$ cat config.mk
export PLATFORM = sky130hd
export DESIGN_NAME = booth_mult_r4
export DESIGN_NICKNAME = d
export VERILOG_FILES = /design/src/rtl/booth_mult_r4.sv
export SDC_FILE = /design/constraint.sdc
export NUM_CORES = 1
export LEC_CHECK = 0
export CAP_MARGIN = 10
export CORE_AREA = 2 2 107 109
export CTS_CLUSTER_DIAMETER = 30
export DETAILED_ROUTE_END_ITERATION = 10
export DIE_AREA = 0 0 109 111
export GPL_ROUTABILITY_DRIVEN = 1
export PLACE_DENSITY = 0.62
export SKIP_CTS_REPAIR_TIMING = 1
export SYNTH_ARGS = -nofsm -noshare
export SYNTH_HDL_FRONTEND = slang
export SYNTH_SLANG_ARGS = --single-unit
export TNS_END_PERCENT = 20
$ cat constraint.sdc
create_clock -name clk -period 3.75 [get_ports clk]
set_input_delay 0.75 -clock clk [delete_from_list [all_inputs] [get_ports clk]]
set_output_delay 0.75 -clock clk [all_outputs]
set_load 0.02 [all_outputs]
$ cat src/rtl/booth_mult_r4.sv
// Radix-4 Booth sequential multiplier, parametrised width.
// Signed/unsigned operands, valid/ready handshake on both sides.
module booth_mult_r4 #(
    parameter int WIDTH = 12
) (
    input  logic               clk,
    input  logic               rst_n,
    input  logic               start,
    output logic               in_ready,
    input  logic               signed_mode,
    input  logic [WIDTH-1:0]   multiplicand,
    input  logic [WIDTH-1:0]   multiplier,
    output logic               out_valid,
    input  logic               out_ready,
    output logic [2*WIDTH-1:0] prod,
    output logic               busy
);

    localparam int ITER = WIDTH / 2 + 1;
    localparam int EW   = WIDTH + 2;
    localparam int HW   = WIDTH + 3;
    localparam int AW   = HW + EW;
    localparam int CW   = $clog2(ITER + 1);

    if ((WIDTH % 2) != 0 || WIDTH < 4) begin : g_bad_width
        $error("booth_mult_r4: WIDTH must be even and >= 4");
    end

    typedef enum logic [1:0] {
        IDLE = 2'd0,
        RUN  = 2'd1,
        DONE = 2'd2
    } state_e;

    state_e              state_q, state_d;
    logic [AW-1:0]       acc_q, acc_d;
    logic                lost_q, lost_d;
    logic [CW-1:0]       cnt_q, cnt_d;
    logic [EW-1:0]       mcand_q, mcand_d;
    logic [2*WIDTH-1:0]  prod_q, prod_d;

    logic [EW-1:0]       mcand_ext;
    logic [EW-1:0]       mplier_ext;
    logic [HW-1:0]       a_hw;
    logic [HW-1:0]       a2_hw;
    logic [HW-1:0]       addend;
    logic [HW-1:0]       hi_sum;
    logic [AW-1:0]       step_acc;

    // Extend the incoming operands by two bits so the top Booth digit
    // sees the true sign (or a zero for unsigned operands).
    always_comb begin
        if (signed_mode) begin
            mcand_ext  = {{2{multiplicand[WIDTH-1]}}, multiplicand};
            mplier_ext = {{2{multiplier[WIDTH-1]}}, multiplier};
        end else begin
            mcand_ext  = {2'b00, multiplicand};
            mplier_ext = {2'b00, multiplier};
        end
    end

    assign a_hw  = {mcand_q[EW-1], mcand_q};
    assign a2_hw = {mcand_q, 1'b0};

    // Booth digit select from the two low accumulator bits and the lost bit.
    always_comb begin
        addend = '0;
        unique case ({acc_q[1:0], lost_q})
            3'b001, 3'b010: addend = a_hw;
            3'b011:         addend = a2_hw;
            3'b100:         addend = -a2_hw;
            3'b101, 3'b110: addend = -a_hw;
            default:        addend = '0;
        endcase
    end

    assign hi_sum   = acc_q[AW-1 -: HW] + addend;
    assign step_acc = AW'($signed({hi_sum, acc_q[EW-1:0]}) >>> 2);

    // Next-state and datapath update for the IDLE/RUN/DONE sequence.
    always_comb begin
        state_d = state_q;
        acc_d   = acc_q;
        lost_d  = lost_q;
        cnt_d   = cnt_q;
        mcand_d = mcand_q;
        prod_d  = prod_q;
        unique case (state_q)
            IDLE: begin
                if (start) begin
                    acc_d   = {{HW{1'b0}}, mplier_ext};
                    lost_d  = 1'b0;
                    cnt_d   = CW'(ITER);
                    mcand_d = mcand_ext;
                    state_d = RUN;
                end
            end
            RUN: begin
                acc_d  = step_acc;
                lost_d = acc_q[1];
                cnt_d  = cnt_q - CW'(1);
                if (cnt_q == CW'(1)) begin
                    prod_d  = step_acc[2*WIDTH-1:0];
                    state_d = DONE;
                end
            end
            DONE: begin
                if (out_ready) begin
                    state_d = IDLE;
                end
            end
            default: begin
                state_d = IDLE;
            end
        endcase
    end

    // State and datapath registers; reset discards any operation in flight.
    always_ff @(posedge clk or negedge rst_n) begin
        if (!rst_n) begin
            state_q <= IDLE;
            acc_q   <= '0;
            lost_q  <= 1'b0;
            cnt_q   <= '0;
            mcand_q <= '0;
            prod_q  <= '0;
        end else begin
            state_q <= state_d;
            acc_q   <= acc_d;
            lost_q  <= lost_d;
            cnt_q   <= cnt_d;
            mcand_q <= mcand_d;
            prod_q  <= prod_d;
        end
    end

    assign in_ready  = (state_q == IDLE);
    assign out_valid = (state_q == DONE);
    assign busy      = (state_q != IDLE);
    assign prod      = prod_q;

endmodule

==> results of run 1 <==
area by class of cell:
type | count | area [sq um]
repair buffers | 81 | 741
clock inverters | 5 | 33.8
fillers | 1048 | 5690
flip-flops and latches | 70 | 1750
inverters | 15 | 56.3
multi-input cells | 386 | 2380
well taps | 143 | 179
clock buffers | 11 | 243
Yosys cell counts (all sizes together) (14+ instances only):
library cell	n
a21oi	25
a31oi	14
clkbuf	26
dfrtp	70
ha	17
inv	14
mux2	18
nand2	100
nand3	17
nor2	29
o21ai	58
xnor2	15
kinds of logic after synthesis:
| group | Yosys count | synth area share, % |
|---|---|---|
| compound gates | 135 | 18.8 |
| mux | 22 | 5.64 |
| simple gates | 187 | 19.9 |
| flops | 70 | 40.7 |
| fa+ha+maj | 18 | 5.41 |
| buf+inv | 48 | 4.80 |
| xor+xnor | 23 | 4.68 |
critical path, delay by kind of cell (launching register included):
kind            cells  cell delay, ns
compound gates      7            1.08
buf+inv             1            0.10
simple gates        4            1.29
xor+xnor            1            0.16
flops               1            0.41
fa+ha+maj           2            0.50
placed cells by master, fill, tap and decap left out, types with 8 or more instances in the layout:
| cell | count |
|---|---|
| clkdlybuf4s50_1 | 54 |
| nor2_1 | 29 |
| ha_1 | 16 |
| nand2_1 | 100 |
| mux2_2 | 18 |
| o21ai_0 | 47 |
| xnor2_1 | 15 |
| inv_1 | 14 |
| a21oi_1 | 24 |
| o21ai_1 | 11 |
| clkbuf_16 | 9 |
| buf_4 | 26 |
| nand3_1 | 17 |
| nand2b_1 | 8 |
| xor2_1 | 8 |
| a31oi_1 | 14 |
| dfrtp_1 | 70 |
metal layers:
layer  GRT usage (%)  vias to the layer above  routed length [microns]
met5               0                        -                        0
met4            8.63                        0                      230
met3            3.06                       20                      436
met2            30.9                       92                     5290
met1            26.0                     1828                     5160
li1                -                     1887                        -
through the flow:
step / cells / util [%]
after floorplan: 503 / -
after global placement: 690 / 45.5
after detailed placement: 690 / 45.5
after CTS: 706 / 48.0
after global routing: 711 / 48.6
final: 711 / 48.6
path summary, 6_finish.rpt:
path,startpoint,end,slack (ns),depth (start not counted)
hold reg to reg,prod[22],prod[22],0.48,2
max in group asynchronous,rst_n,prod[12],2.51,2
setup / recovery,mcand_q[1],acc_q[27],0.11,15
hold / removal,rst_n,mcand_q[8],0.45,1
setup reg to reg,mcand_q[1],acc_q[27],0.11,15
min in group clk,prod[22],prod[22],0.48,2
state kept, by name, indices dropped and copies added, names as in the netlist:
name,cells
cnt_q,3
lost_q,1
state_q,2
mcand_q,13
prod,24
acc_q,27
==> run_results.csv, run 1 <==
group,metric,value,unit
setup_path,crit_path_frequent_cell,"o21ai_1",
grt,grt_max_degree,39,
logic_synthesis,ys_async_sr_fraction,100,%
finish,fin_nets,610,
timing,hold_slack,0.448,ns
timing,rsz0062_at_grt,"false",
setup_path,critPathArrivalTime,3.87,ns
timing,post-route-period-util,96.9,%
timing,fin_crit,3.64,ns
logic_synthesis,synth-seq-cells,70,
timing,hold_viol_final,0,
floorplan,start_util,38.8,%
job,cap_violations,0,
timing,setup_slack,0.115,ns
detailed_routing,viasPerCell,5.38,
setup_path,cp-end-kind,"register",
timing,maxSlewViolCount,0,
timing,tightest_slew,1.01,ns
setup_path,cp_max_fo,5,
clock_tree,cts_buffers,9,
logic_synthesis,synth_top_area_cell,"dfrtp_1",
timing,fin_skew,0.00720,ns
clock_tree,clk_pin_slew,0.06,ns
clock_tree,htree_num_levels,3,
grt,antenna_found_initial,0,
floorplan,io_pins,56,
detailed_routing,ant_nets,0,
logic_synthesis,syn_inst,503,
clock_tree,clock_latency,0.34,ns
floorplan,num_rows,39,
grt,track_usage,19.5,%
logic_synthesis,ys_warn_count,0,
logic_synthesis,yosysTopAreaCellShare,40.7,%
timing,fmaxAchievable,275,MHz
setup_path,start_kind,"register",
floorplan,die_h,111,microns
grt,grt_pass1_wl,18.4,mm
placed_design,hpwl,7.96,mm
setup_path,worstPathCellList,"inv_1, ha_2, or4b_4, or4_4, a21o_1, a211oi_2, o21ai_1, o21ai_1, ha_1, a21oi_1, nand3b_1, o21ai_1, xnor2_1, o21ai_0, nor2b_1",
setup_path,slowest_stage,"or4b_4",
detailed_routing,drc_errors,0,
setup_path,crit_required,3.98,ns
timing,tns,0,ns
detailed_routing,vias,3827,
placed_design,place_congestion,0.890,
timing,max_slew_margin,32.3,%
grt,grt_pass1_vias,3704,
clock_tree,cts_tree,"done",
logic_synthesis,seq_area_frac_synth,40.7,%
detailed_routing,routedWlPerCell,15.6,microns
grt,overflow,0,
placed_design,place_area,5040,sq um
run_status,outcome,"finished clean",
floorplan,die_w,109,microns
finish,syn_to_final_growth,25.2,%
placed_design,io_buffers,55,
clock_tree,cts.sinks,70,
clock_tree,clockRootBuffer,"clkbuf_16",
logic_synthesis,synthTopCellsByArea,"dfrtp_1, nand2_1, o21ai_0, ha_1, mux2_2",
floorplan,die-area,12100,sq um
logic_synthesis,synth_edf_count,0,
setup_path,crit_type,"register to register",
setup_path,critPathMaxStageDelay,0.52,ns
detailed_routing,dr.pass1.iters,4,
timing,finalSetupViolations,0,
finish,num_antenna_cells,0,
logic_synthesis,ys_types,55,
finish,drive_above_1_share,12.3,%
logic_synthesis,syn-cell-area,4300,sq um
detailed_routing,routed_wl,11.1,mm
logic_synthesis,avgSynthCellArea,8.55,sq um
finish,final_cell_area,5380,sq um
logic_synthesis,syn-num-nets,550,
detailed_routing,drtIter0Drc,201,
min_path,worst_hold_path_type,"input port to async pin",
clock_tree,max-clock-path-buffers,2,
logic_synthesis,ys.flop_type,"dfrtp_1",
floorplan,core_area,11100,sq um
placed_design,dp_slack,0.0858,ns
Power of run 1 is not shown: default switching activity piles up to over one toggle a cycle in this logic, so the estimate is an artifact.
==> run 2: changes to the inputs <==
--- a/config.mk
+++ b/config.mk
@@ -12,6 +12,7 @@
 export DIE_AREA = 0 0 109 111
 export GPL_ROUTABILITY_DRIVEN = 1
 export PLACE_DENSITY = 0.62
+export RECOVER_POWER = 100
 export SKIP_CTS_REPAIR_TIMING = 1
 export SYNTH_ARGS = -nofsm -noshare
 export SYNTH_HDL_FRONTEND = slang
==> run 2 against run 1 <==
Effect of this change:
- the run now ends with capacitance limit, slew limit left
- count of clock-buffer cells in the layout stayed put
- first-iteration DRC count stayed put
- design area is 0.30% lower
- die area stayed put
- utilization is 0.15 points lower
- critical path depth stayed put
- via count hardly changed
- non-clock buffer count stayed put
- critical endpoint unchanged
- largest cell class unchanged
- highest routed layer unchanged
==> run_results.csv, run 2 (synthesis gave the netlist of run 1 again) <==
group,metric,value,unit
finish,num_antenna_cells,0,
timing,hold_viol_final,0,
clock_tree,htree_num_levels,3,
setup_path,critPathArrivalTime,3.86,ns
placed_design,place_area,5040,sq um
timing,post-route-period-util,96.7,%
detailed_routing,ant_nets,0,
clock_tree,clock_latency,0.34,ns
timing,hold_slack,0.475,ns
detailed_routing,vias,3830,
grt,track_usage,19.5,%
timing,maxSlewViolCount,28,
placed_design,dp_cells,690,
timing,fin_crit,3.63,ns
finish,final_cell_area,5370,sq um
detailed_routing,dr.pass1.iters,4,
timing,fmaxAchievable,276,MHz
timing,finalSetupViolations,0,
finish,fin_nets,610,
min_path,min-delay-start,"prod[22]",
setup_path,r2r_start,"mcand_q[1]",
setup_path,start_kind,"register",
timing,rsz0062_at_grt,"false",
setup_path,cp-end-kind,"register",
clock_tree,cts.sinks,70,
clock_tree,clk_pin_slew,0.06,ns
grt,grt_pass1_vias,3704,
finish,top_register,"acc_q",
timing,tns,0,ns
grt,overflow,0,
floorplan,num_rows,39,
run_status,violations,"capacitance limit, slew limit",
setup_path,crit_type,"register to register",
finish,fillers,1050,
finish,drive_above_1_share,11.4,%
clock_tree,cts_buffers,9,
detailed_routing,routed_wl,11.1,mm
setup_path,crit_required,3.98,ns
finish,layout_common_cells,"nand2_1, dfrtp_1, o21ai_0",
job,cap_violations,1,
placed_design,place_congestion,0.890,
floorplan,core_area,11100,sq um
min_path,min_to,"prod[22]",
grt,grt_max_degree,39,
timing,tightest_slew,1.68,ns
floorplan,start_util,38.8,%
detailed_routing,drc_errors,0,
finish,syn_to_final_growth,24.8,%
setup_path,rr_worst_depth,15,
min_path,worst_hold_path_type,"register to register",
clock_tree,clockRootBuffer,"clkbuf_16",
grt,antenna_found_initial,0,
floorplan,die-area,12100,sq um
clock_tree,max-clock-path-buffers,2,
floorplan,die_h,111,microns
finish,final_cells,711,
placed_design,io_buffers,55,
grt,grt_pass1_wl,18.4,mm
detailed_routing,viasPerCell,5.39,
floorplan,die_w,109,microns
run_status,outcome,"complete, but fails checks",
placed_design,hpwl,7.96,mm
timing,fin_skew,0.00718,ns
timing,max_slew_margin,-12.0,%
min_path,min_path_cells,2,
finish,final_common_cell,"nand2_1",
setup_path,ff2ff_setup_slack,0.12,ns
detailed_routing,routedWlPerCell,15.6,microns
setup_path,cp_max_fo,5,
setup_path,r2r_end,"acc_q[27]",
detailed_routing,drtIter0Drc,201,
clock_tree,cts_tree,"done",
finish,largest_reg_flops,27,
floorplan,io_pins,56,
==> run 2: metal layers <==
layer	routed length (microns)	track usage (%)
met2	5310	30.9
met5	0	0
met4	230	8.63
met3	405	3.06
met1	5150	26.0
==> run 2: metrics by stage <==
stage | util [%] | worst slack (ns)
finish | 48.5 | 0.123
global route | 48.5 | 0.000394
floorplan | - | 0.273
CTS | 48.0 | 0.0627
detailed placement | 45.5 | 0.0858
global placement | 45.5 | 0.170
==> run 2: worst max-delay path: stages (launching register included) <==
cell	delay, ns
dfrtp_1	0.41
inv_1	0.10
ha_2	0.20
or4b_4	0.52
or4_4	0.51
a21o_1	0.20
a211oi_2	0.20
o21ai_1	0.10
o21ai_1	0.09
ha_1	0.30
a21oi_1	0.23
nand3b_1	0.11
o21ai_1	0.18
xnor2_1	0.16
o21ai_0	0.09
nor2b_1	0.15
==> run 2: area by class of cell <==
class	count	area, sq um	area share, %
multi-input cells	386	2380	44.3
clock buffers	11	243	4.52
repair buffers	81	724	13.5
flip-flops and latches	70	1750	32.6
well taps	143	179	3.33
clock inverters	5	33.8	0.629
inverters	15	56.3	1.05
==> run 2: worst max path at each step <==
| stage | end | cells after the start | start | slack [ns] |
|---|---|---|---|---|
| after global routing | prod[21] | 14 | mcand_q[1] | 0.0004 |
| after detailed placement | acc_q[23] | 16 | mcand_q[0] | 0.09 |
| after CTS | acc_q[27] | 17 | mcand_q[0] | 0.06 |
| after global placement | prod[23] | 16 | mcand_q[0] | 0.17 |
| after floorplan | acc_q[27] | 18 | mcand_q[1] | 0.27 |
| final | acc_q[27] | 15 | mcand_q[1] | 0.12 |
Power of run 2 is left out for the same reason.
